[src/rtl/ram_pkg.sv]
// Shared types and constants for the ram block and its read-side scan sequencer.
package ram_pkg;

  localparam int BYTE_SZ       = 8;
  localparam int MAX_STRING_SZ = 8;

  // One RAM word holds an 8-character string in the 64-bit build.
  typedef logic [BYTE_SZ*MAX_STRING_SZ-1:0] CHAR;

  typedef enum logic [2:0] {
    S_IDLE,
    S_READ,
    S_EMIT0,
    S_EMIT1,
    S_DONE
  } scan_state_t;

endpackage

[src/rtl/ram_scan_ctrl.sv]
// Sweeps a dual-port RAM two addresses per pass and streams its words out on valid/ready.
// RAM_SCAN_SKIP_ZERO_EN: when defined, zero words are dropped instead of emitted.
module ram_scan_ctrl
  import ram_pkg::*;
#(
  parameter int DATAWIDTH = 64,
  parameter int ADDRWIDTH = 3
) (
  input  logic                 clk,
  input  logic                 rst_n,
  input  logic                 start,
  output logic                 busy,
  output logic                 done,
  output logic                 en_r1_n,
  output logic                 en_r2_n,
  output logic [ADDRWIDTH-1:0] addr_r1,
  output logic [ADDRWIDTH-1:0] addr_r2,
  input  logic [DATAWIDTH-1:0] data_r1,
  input  logic [DATAWIDTH-1:0] data_r2,
  output logic                 out_valid,
  input  logic                 out_ready,
  output logic [ADDRWIDTH-1:0] out_addr,
  output logic [DATAWIDTH-1:0] out_data,
  output logic [ADDRWIDTH:0]   out_count
);

  localparam logic [ADDRWIDTH-1:0] LAST_BASE = ADDRWIDTH'(2**ADDRWIDTH - 2);
  localparam logic [ADDRWIDTH:0]   DEPTH     = (ADDRWIDTH+1)'(2**ADDRWIDTH);
  localparam logic [ADDRWIDTH-1:0] ONE       = ADDRWIDTH'(1);
  localparam logic [ADDRWIDTH-1:0] TWO       = ADDRWIDTH'(2);

  scan_state_t          state_q, state_d;
  logic [ADDRWIDTH-1:0] base_q, base_d;
  logic [DATAWIDTH-1:0] slot0_q, slot0_d, slot1_q, slot1_d;
  logic                 keep0_q, keep0_d, keep1_q, keep1_d;
  logic [ADDRWIDTH:0]   count_q, count_d;
  logic                 busy_q, busy_d, done_q, done_d, en_n_q, en_n_d;
  logic [ADDRWIDTH-1:0] addr1_q, addr1_d, addr2_q, addr2_d;
  logic                 keep_r1, keep_r2, hs;

`ifdef RAM_SCAN_SKIP_ZERO_EN
  assign keep_r1 = |data_r1;
  assign keep_r2 = |data_r2;
`else
  assign keep_r1 = 1'b1;
  assign keep_r2 = 1'b1;
`endif

  // The stream is a decode of the slot registers, so it holds stable through a stall.
  assign out_valid = ((state_q == S_EMIT0) && keep0_q) || ((state_q == S_EMIT1) && keep1_q);
  assign out_data  = (state_q == S_EMIT1) ? slot1_q : slot0_q;
  assign out_addr  = (state_q == S_EMIT1) ? base_q + ONE : base_q;
  assign hs        = out_valid && out_ready;

  assign busy      = busy_q;
  assign done      = done_q;
  assign en_r1_n   = en_n_q;
  assign en_r2_n   = en_n_q;
  assign addr_r1   = addr1_q;
  assign addr_r2   = addr2_q;
  assign out_count = count_q;

  always_comb begin
    state_d = state_q;
    base_d  = base_q;
    slot0_d = slot0_q;
    slot1_d = slot1_q;
    keep0_d = keep0_q;
    keep1_d = keep1_q;
    count_d = count_q;
    busy_d  = busy_q;
    done_d  = 1'b0;
    en_n_d  = 1'b1;
    addr1_d = addr1_q;
    addr2_d = addr2_q;
    case (state_q)
      S_IDLE: begin
        if (start) begin
          state_d = S_READ;
          base_d  = '0;
          count_d = '0;
          busy_d  = 1'b1;
          en_n_d  = 1'b0;
          addr1_d = '0;
          addr2_d = ONE;
        end
      end
      S_READ: begin
        slot0_d = data_r1;
        slot1_d = data_r2;
        keep0_d = keep_r1;
        keep1_d = keep_r2;
        state_d = S_EMIT0;
      end
      S_EMIT0: begin
        if (!keep0_q || out_ready) state_d = S_EMIT1;
      end
      S_EMIT1: begin
        if (!keep1_q || out_ready) begin
          if (base_q == LAST_BASE) begin
            state_d = S_DONE;
            done_d  = 1'b1;
          end else begin
            state_d = S_READ;
            base_d  = base_q + TWO;
            en_n_d  = 1'b0;
            addr1_d = base_q + TWO;
            addr2_d = base_q + TWO + ONE;
          end
        end
      end
      S_DONE: begin
        state_d = S_IDLE;
        busy_d  = 1'b0;
      end
      default: state_d = S_IDLE;
    endcase
    if (hs && count_q != DEPTH) count_d = count_q + 1'b1;
  end

  always_ff @(posedge clk or negedge rst_n) begin
    if (!rst_n) begin
      state_q <= S_IDLE;
      base_q  <= '0;
      slot0_q <= '0;
      slot1_q <= '0;
      keep0_q <= 1'b0;
      keep1_q <= 1'b0;
      count_q <= '0;
      busy_q  <= 1'b0;
      done_q  <= 1'b0;
      en_n_q  <= 1'b1;
      addr1_q <= '0;
      addr2_q <= '0;
    end else begin
      state_q <= state_d;
      base_q  <= base_d;
      slot0_q <= slot0_d;
      slot1_q <= slot1_d;
      keep0_q <= keep0_d;
      keep1_q <= keep1_d;
      count_q <= count_d;
      busy_q  <= busy_d;
      done_q  <= done_d;
      en_n_q  <= en_n_d;
      addr1_q <= addr1_d;
      addr2_q <= addr2_d;
    end
  end

endmodule

[config.mk]
export PLATFORM = sky130hd
export DESIGN_NAME = ram_scan_ctrl
export DESIGN_NICKNAME = d
export VERILOG_FILES = /design/src/rtl/ram_pkg.sv /design/src/rtl/ram_scan_ctrl.sv
export SDC_FILE = /design/constraint.sdc
export NUM_CORES = 1
export LEC_CHECK = 0
export ABC_CLOCK_PERIOD_IN_PS = 3000
export BUFFER_PORTS_ARGS = -buffer_cell sky130_fd_sc_hd__buf_2
export CORE_MARGIN = 5
export CORE_UTILIZATION = 50
export CTS_BUF_LIST = sky130_fd_sc_hd__clkbuf_8
export DETAILED_ROUTE_END_ITERATION = 6
export GPL_TIMING_DRIVEN = 1
export HOLD_SLACK_MARGIN = 0.02
export PLACE_DENSITY = 0.79
export SLEW_MARGIN = 20
export SYNTH_ARGS = -nofsm -noshare
export SYNTH_HDL_FRONTEND = slang
export SYNTH_SLANG_ARGS = --single-unit
[constraint.sdc]
create_clock -name clk -period 3 [get_ports clk]
set_input_delay 0.3 -clock clk [delete_from_list [all_inputs] [get_ports clk]]
set_output_delay 0.3 -clock clk [all_outputs]
set_load 0.02 [all_outputs]
# Word level (Yosys, flattened, before mapping)
# Index checks and enable logic that the tools add are counted.
# op_classes
n_addsub,4
n_mul,0
n_div,0
magnitude_cmp,0
eq_ne,10
shifts,0
mux,25
n_bitwise,0
reduce_logical,16
# ops
operator,n
$mux W64,1
$mux W3,10
$mux W4,3
$pmux W3 S2,2
$pmux W3 S4,1
$reduce_bool A2 Y1,4
$add A3 B1 Y3 const B,2
$eq A3 B2 Y1 const B,2
$eq A3 B3 Y1 const B,2
$mux W1,6
$add A4 B1 Y4 const B,1
$logic_and A1 B1 Y1,4
$ne A2 B1 Y1 const B,2
$ne A2 B2 Y1 const B,2
$ne A4 B4 Y1 const B,1
$pmux W1 S2,2
$reduce_and A2 Y1,2
$reduce_and A4 Y1,1
$add A3 B2 Y3 const B,1
$eq A3 B1 Y1 const B,1
$logic_not A3 Y1,1
$reduce_and A3 Y1,1
$logic_or A1 B1 Y1,2
$logic_not A1 Y1,1
# totals
ff_bits,145
latchBits,0
mem_bits_rw,0
mem_bits_ro,0
in_bits,132
output_inout_bits,82
word_cells,65
memories,0

# Depth between registers and ports, before layout
# logic_depth
depth_word,7
depth_mapped,7
depth_no_buf,5

# Worst setup path after synthesis
# Ideal clock, no wire load.
# synth_path
kind,reg2out
from,register state_q[2]
to,output out_data[54]
t_arrival_ps,1392
t_required_ps,2700
path_slack_ps,1308
stages_incl_launch_ff,7
path_buffers,3
path_cell_list,dfrtp_1 -> buf_2 -> nor2b_1 -> nand2_1 -> buf_4 -> buf_6 -> mux2_1
# synth_via
elab_chain_cells,2
# synth_rtl
item,line,text
start: declaration,ram_scan_ctrl.sv:32,"scan_state_t state_q, state_d;"
start signal: assignment,ram_scan_ctrl.sv:136,state_q <= state_d;
$eq A3 B2 Y1,ram_scan_ctrl.sv:51,assign out_data = (state_q == S_EMIT1) ? slot1_q : slot0_q;
$mux W64,ram_scan_ctrl.sv:51,
end: declaration,ram_scan_ctrl.sv:23,"output logic [DATAWIDTH-1:0] out_data,"
# No other way between the ends.

# Final worst setup path
# layout_path
from,register state_q[1]
to,output out_data[0]
# Same word-level chain as after synthesis.

==> flow_results.xml <==
<?xml version="1.0" encoding="UTF-8"?>
<metrics>
  <group name="critical_path">
    <metric name="worstPathCellList" unit="">nor2b_1 &gt; nand2_4 &gt; buf_12 &gt; mux2_2 &gt; buf_2</metric>
    <metric name="timing.critical_path.slowest_cell_delay" unit="ns">0.48</metric>
    <metric name="critical_path_peak_fanout" unit="">34</metric>
    <metric name="critical_path.reg2reg.startpoint" unit="">state_q[0]</metric>
    <metric name="worstSetupEndpointType" unit="">output pin</metric>
    <metric name="worst-r2r-cell-count" unit="">3</metric>
    <metric name="worst_ep_arrival_time" unit="ns">2.45</metric>
    <metric name="crit_path_top_delay_cell" unit="">dfrtp_1</metric>
    <metric name="rrSetupSlack" unit="ns">1.06</metric>
    <metric name="required" unit="ns">2.70</metric>
    <metric name="r2r_end" unit="">slot1_q[12]</metric>
    <metric name="timing.critical_path.from_type" unit="">register</metric>
    <metric name="setup.worst_path.class" unit="">reg2out</metric>
  </group>
  <group name="pwr">
    <metric name="power-per-cell-area" unit="mW/mm^2">1270</metric>
    <metric name="fin_total_pwr" unit="uW">10200</metric>
    <metric name="ir_drop" unit="uV">768</metric>
    <metric name="leakage" unit="uW">0.00383</metric>
  </group>
  <group name="cts">
    <metric name="cts_clk_pin_slew_worst_paths" unit="ns">0.07</metric>
    <metric name="htree_num_levels" unit="">4</metric>
    <metric name="worst_skew_pair.late_latency" unit="ns">0.45</metric>
    <metric name="cts.sink_count" unit="">144</metric>
    <metric name="cts_tree" unit="">done</metric>
    <metric name="cts_root_buf" unit="">clkbuf_8</metric>
    <metric name="tritoncts_buffers" unit="">17</metric>
    <metric name="ctsLongestPathBuffers" unit="">2</metric>
    <metric name="cts.hold.buffers_added" unit="">1</metric>
    <metric name="postCtsSetupBuffers" unit="">0</metric>
    <metric name="post_cts_resized" unit="">0</metric>
  </group>
  <group name="place">
    <metric name="globalplace.congestion" unit="">0.815</metric>
    <metric name="dp_cells" unit="">778</metric>
    <metric name="portBuffers" unit="">212</metric>
    <metric name="detailed_place_hpwl" unit="mm">10.1</metric>
  </group>
  <group name="hold_path">
    <metric name="whs_endpoint" unit="">slot1_q[61]</metric>
    <metric name="type_of_the_most_critical_hold_path" unit="">in2reg</metric>
    <metric name="hold_path_startpoint" unit="">data_r2[61]</metric>
    <metric name="hold-path-cell-count" unit="">2</metric>
  </group>
  <group name="global_routing">
    <metric name="wire_length_of_the_first_global_routing_pass" unit="mm">21.5</metric>
    <metric name="global_route.peak_usage_layer" unit="">met2</metric>
    <metric name="grt_start_max_net_pins" unit="">80</metric>
    <metric name="grtUsageTotal" unit="%">18.4</metric>
    <metric name="met2_usage" unit="%">29.2</metric>
    <metric name="antenna_found_initial" unit="">1</metric>
    <metric name="grt_overflow" unit="">0</metric>
    <metric name="global_routing_usage_on_met3" unit="%">6.36</metric>
    <metric name="grtUsageMet1" unit="%">22.2</metric>
    <metric name="first_global_vias" unit="">4419</metric>
  </group>
  <group name="routing">
    <metric name="via_count" unit="">4132</metric>
    <metric name="vias_per_cell" unit="">5.11</metric>
    <metric name="drt_iter0_markers" unit="">208</metric>
    <metric name="routed_wl" unit="mm">13.7</metric>
    <metric name="postRouteAntennaNets" unit="">0</metric>
    <metric name="drc" unit="">0</metric>
    <metric name="wl_per_cell" unit="um">17.0</metric>
    <metric name="detail_route.first_pass.iterations" unit="">4</metric>
  </group>
  <group name="logic_synthesis">
    <metric name="synth.lib_cells_used.distinct" unit="">34</metric>
    <metric name="most_instantiated_cells_after_synthesis" unit="">mux2_2 (145), dfrtp_1 (143), mux2_4 (40), buf_4 (16), mux2_1 (9)</metric>
    <metric name="synth-seq-cells" unit="">144</metric>
    <metric name="syn-instance-count" unit="">413</metric>
    <metric name="synth_area_leaders" unit="">dfrtp_1 (55%), mux2_2 (25%), mux2_4 (9.3%), buf_4 (1.9%), mux2_1 (1.6%)</metric>
    <metric name="synth-edff-count" unit="">0</metric>
    <metric name="synth_area" unit="sq mm">0.00647</metric>
    <metric name="netlist.top_cell.by_area" unit="">dfrtp_1</metric>
    <metric name="synth-warning-count" unit="">0</metric>
    <metric name="avgSynthCellArea" unit="sq um">15.7</metric>
    <metric name="synth.yosys.seq_area_share" unit="%">55.7</metric>
    <metric name="postSynthNetCount" unit="">548</metric>
    <metric name="synthArstFlopShare" unit="%">100</metric>
    <metric name="synth_top_area_share" unit="%">55.3</metric>
    <metric name="synth_ff_type" unit="">dfrtp_1</metric>
    <metric name="post-synth-top-count-cell" unit="">mux2_2</metric>
  </group>
  <group name="outcome">
    <metric name="run_status" unit="">finished, final reports clean</metric>
  </group>
  <group name="sta">
    <metric name="slew-limit-headroom" unit="%">53.8</metric>
    <metric name="post-route-period-util" unit="%">91.5</metric>
    <metric name="clock-skew-final" unit="ns">0.00882</metric>
    <metric name="rsz0062_at_grt" unit="">false</metric>
    <metric name="max_freq" unit="MHz">364</metric>
    <metric name="final_hold_viol_count" unit="">0</metric>
    <metric name="finalSetupTns" unit="ns">0</metric>
    <metric name="worst_pin_slew" unit="ns">0.693</metric>
    <metric name="finalWorstPathRequiredPeriod" unit="ns">2.75</metric>
    <metric name="setup_viol" unit="">0</metric>
    <metric name="slew_violations" unit="">0</metric>
  </group>
  <group name="floorplanning">
    <metric name="num_rows" unit="">41</metric>
    <metric name="fp.dieH" unit="um">124</metric>
    <metric name="core" unit="sq mm">0.0127</metric>
    <metric name="start_util" unit="%">51.1</metric>
    <metric name="floorplan.die_area" unit="sq mm">0.0153</metric>
    <metric name="number_of_top_level_design_ports" unit="">214</metric>
    <metric name="die-width" unit="um">124</metric>
  </group>
  <group name="final_layout">
    <metric name="number_of_nets_in_the_final_layout" unit="">761</metric>
    <metric name="stdcell_count" unit="">808</metric>
    <metric name="area_growth" unit="%">24.3</metric>
    <metric name="layout_cells_sized_above_1" unit="%">68.7</metric>
    <metric name="filler_cell_count" unit="">988</metric>
  </group>
  <group name="job">
    <metric name="cap_violations" unit="">0</metric>
  </group>
</metrics>
-- sequential cells by signal, summed over array words and instances, names as in the netlist --
signal,flops
busy,1
out_count,4
slot0_q,64
keep1_q,1
en_r1_n,1
state_q,3
addr_r1,2
slot1_q,64
done,1
addr_r2,3
-- critical path: cells and delay by family, from the launching register on --
kind / cells / cell delay, ns
simple gates: 2 / 0.63
buf+inv: 2 / 0.49
flops: 1 / 0.48
mux: 1 / 0.37
-- cell families (layout without fill, tap and decap cells) --
group | after synthesis | count (layout) | synth area share [%]
other cells | 1 | 2 | 0.0580
simple gates | 25 | 25 | 2.42
mux | 195 | 195 | 36.2
buf+inv | 30 | 252 | 3.33
fa+ha+maj | 3 | 3 | 0.580
flops | 144 | 144 | 55.7
compound gates | 15 | 15 | 1.66
-- metrics by stage --
step / hold WS [ns] / worst slack (ns) / cell area [sq um] / util, %
floorplan: 0.00441 / 1.31 / 6470 / -
global placement: 0.364 / 0.756 / 7640 / 60.3
detailed placement: 0.369 / 0.717 / 7640 / 60.3
CTS: 0.0465 / 0.205 / 8040 / 63.5
global route: 0.0405 / 0.0697 / 8040 / 63.5
finish: 0.0798 / 0.254 / 8040 / 63.5
-- report_power, final --
part           switching, uW  internal [uW]
Sequential               580           2930
Combinational           2520           2690
Clock                    673            827
-- metal layers --
layer / vias to the layer above / share of wire [%]
met3: 36 / 8.2
met2: 156 / 49
met4: 0 / 3.4
met1: 2032 / 39
met5: - / 0
li1: 1908 / -
-- worst max-delay path by stage --
stage / start / to / slack, ns
floorplan: state_q[2] / out_data[54] / 1.31
global placement: state_q[1] / out_data[0] / 0.76
detailed placement: state_q[1] / out_data[0] / 0.72
CTS: state_q[1] / out_data[0] / 0.20
global route: state_q[1] / out_data[55] / 0.07
finish: state_q[1] / out_data[0] / 0.25
-- area by class of cell --
cell class / instances / area (sq um) / area share (%)
Antenna cell: 1 / 2.50 / 0.0311
Multi-Input combinational cell: 239 / 2660 / 33.1
Inverter: 4 / 15.0 / 0.187
Clock inverter: 6 / 83.8 / 1.04
Timing Repair Buffer: 220 / 1150 / 14.4
Sequential cell: 144 / 3600 / 44.8
Clock buffer: 22 / 303 / 3.76
Tap cell: 172 / 215 / 2.68
-- placed cells by master, fill, tap and decap left out, types with 2 or more instances in the layout --
master,count
buf_2,211
mux2_2,145
dfrtp_1,143
mux2_4,40
clkbuf_8,22
mux2_1,9
inv_1,5
nand2_1,5
buf_4,5
a21oi_1,4
and2_1,3
nand2b_1,3
and3_1,3
a22o_1,3
ha_1,3
a32o_1,2
nor2_1,2
o21ai_0,2
bufinv_16,2
clkinvlp_4,2
buf_12,2
(Power assumes the default switching activity.)
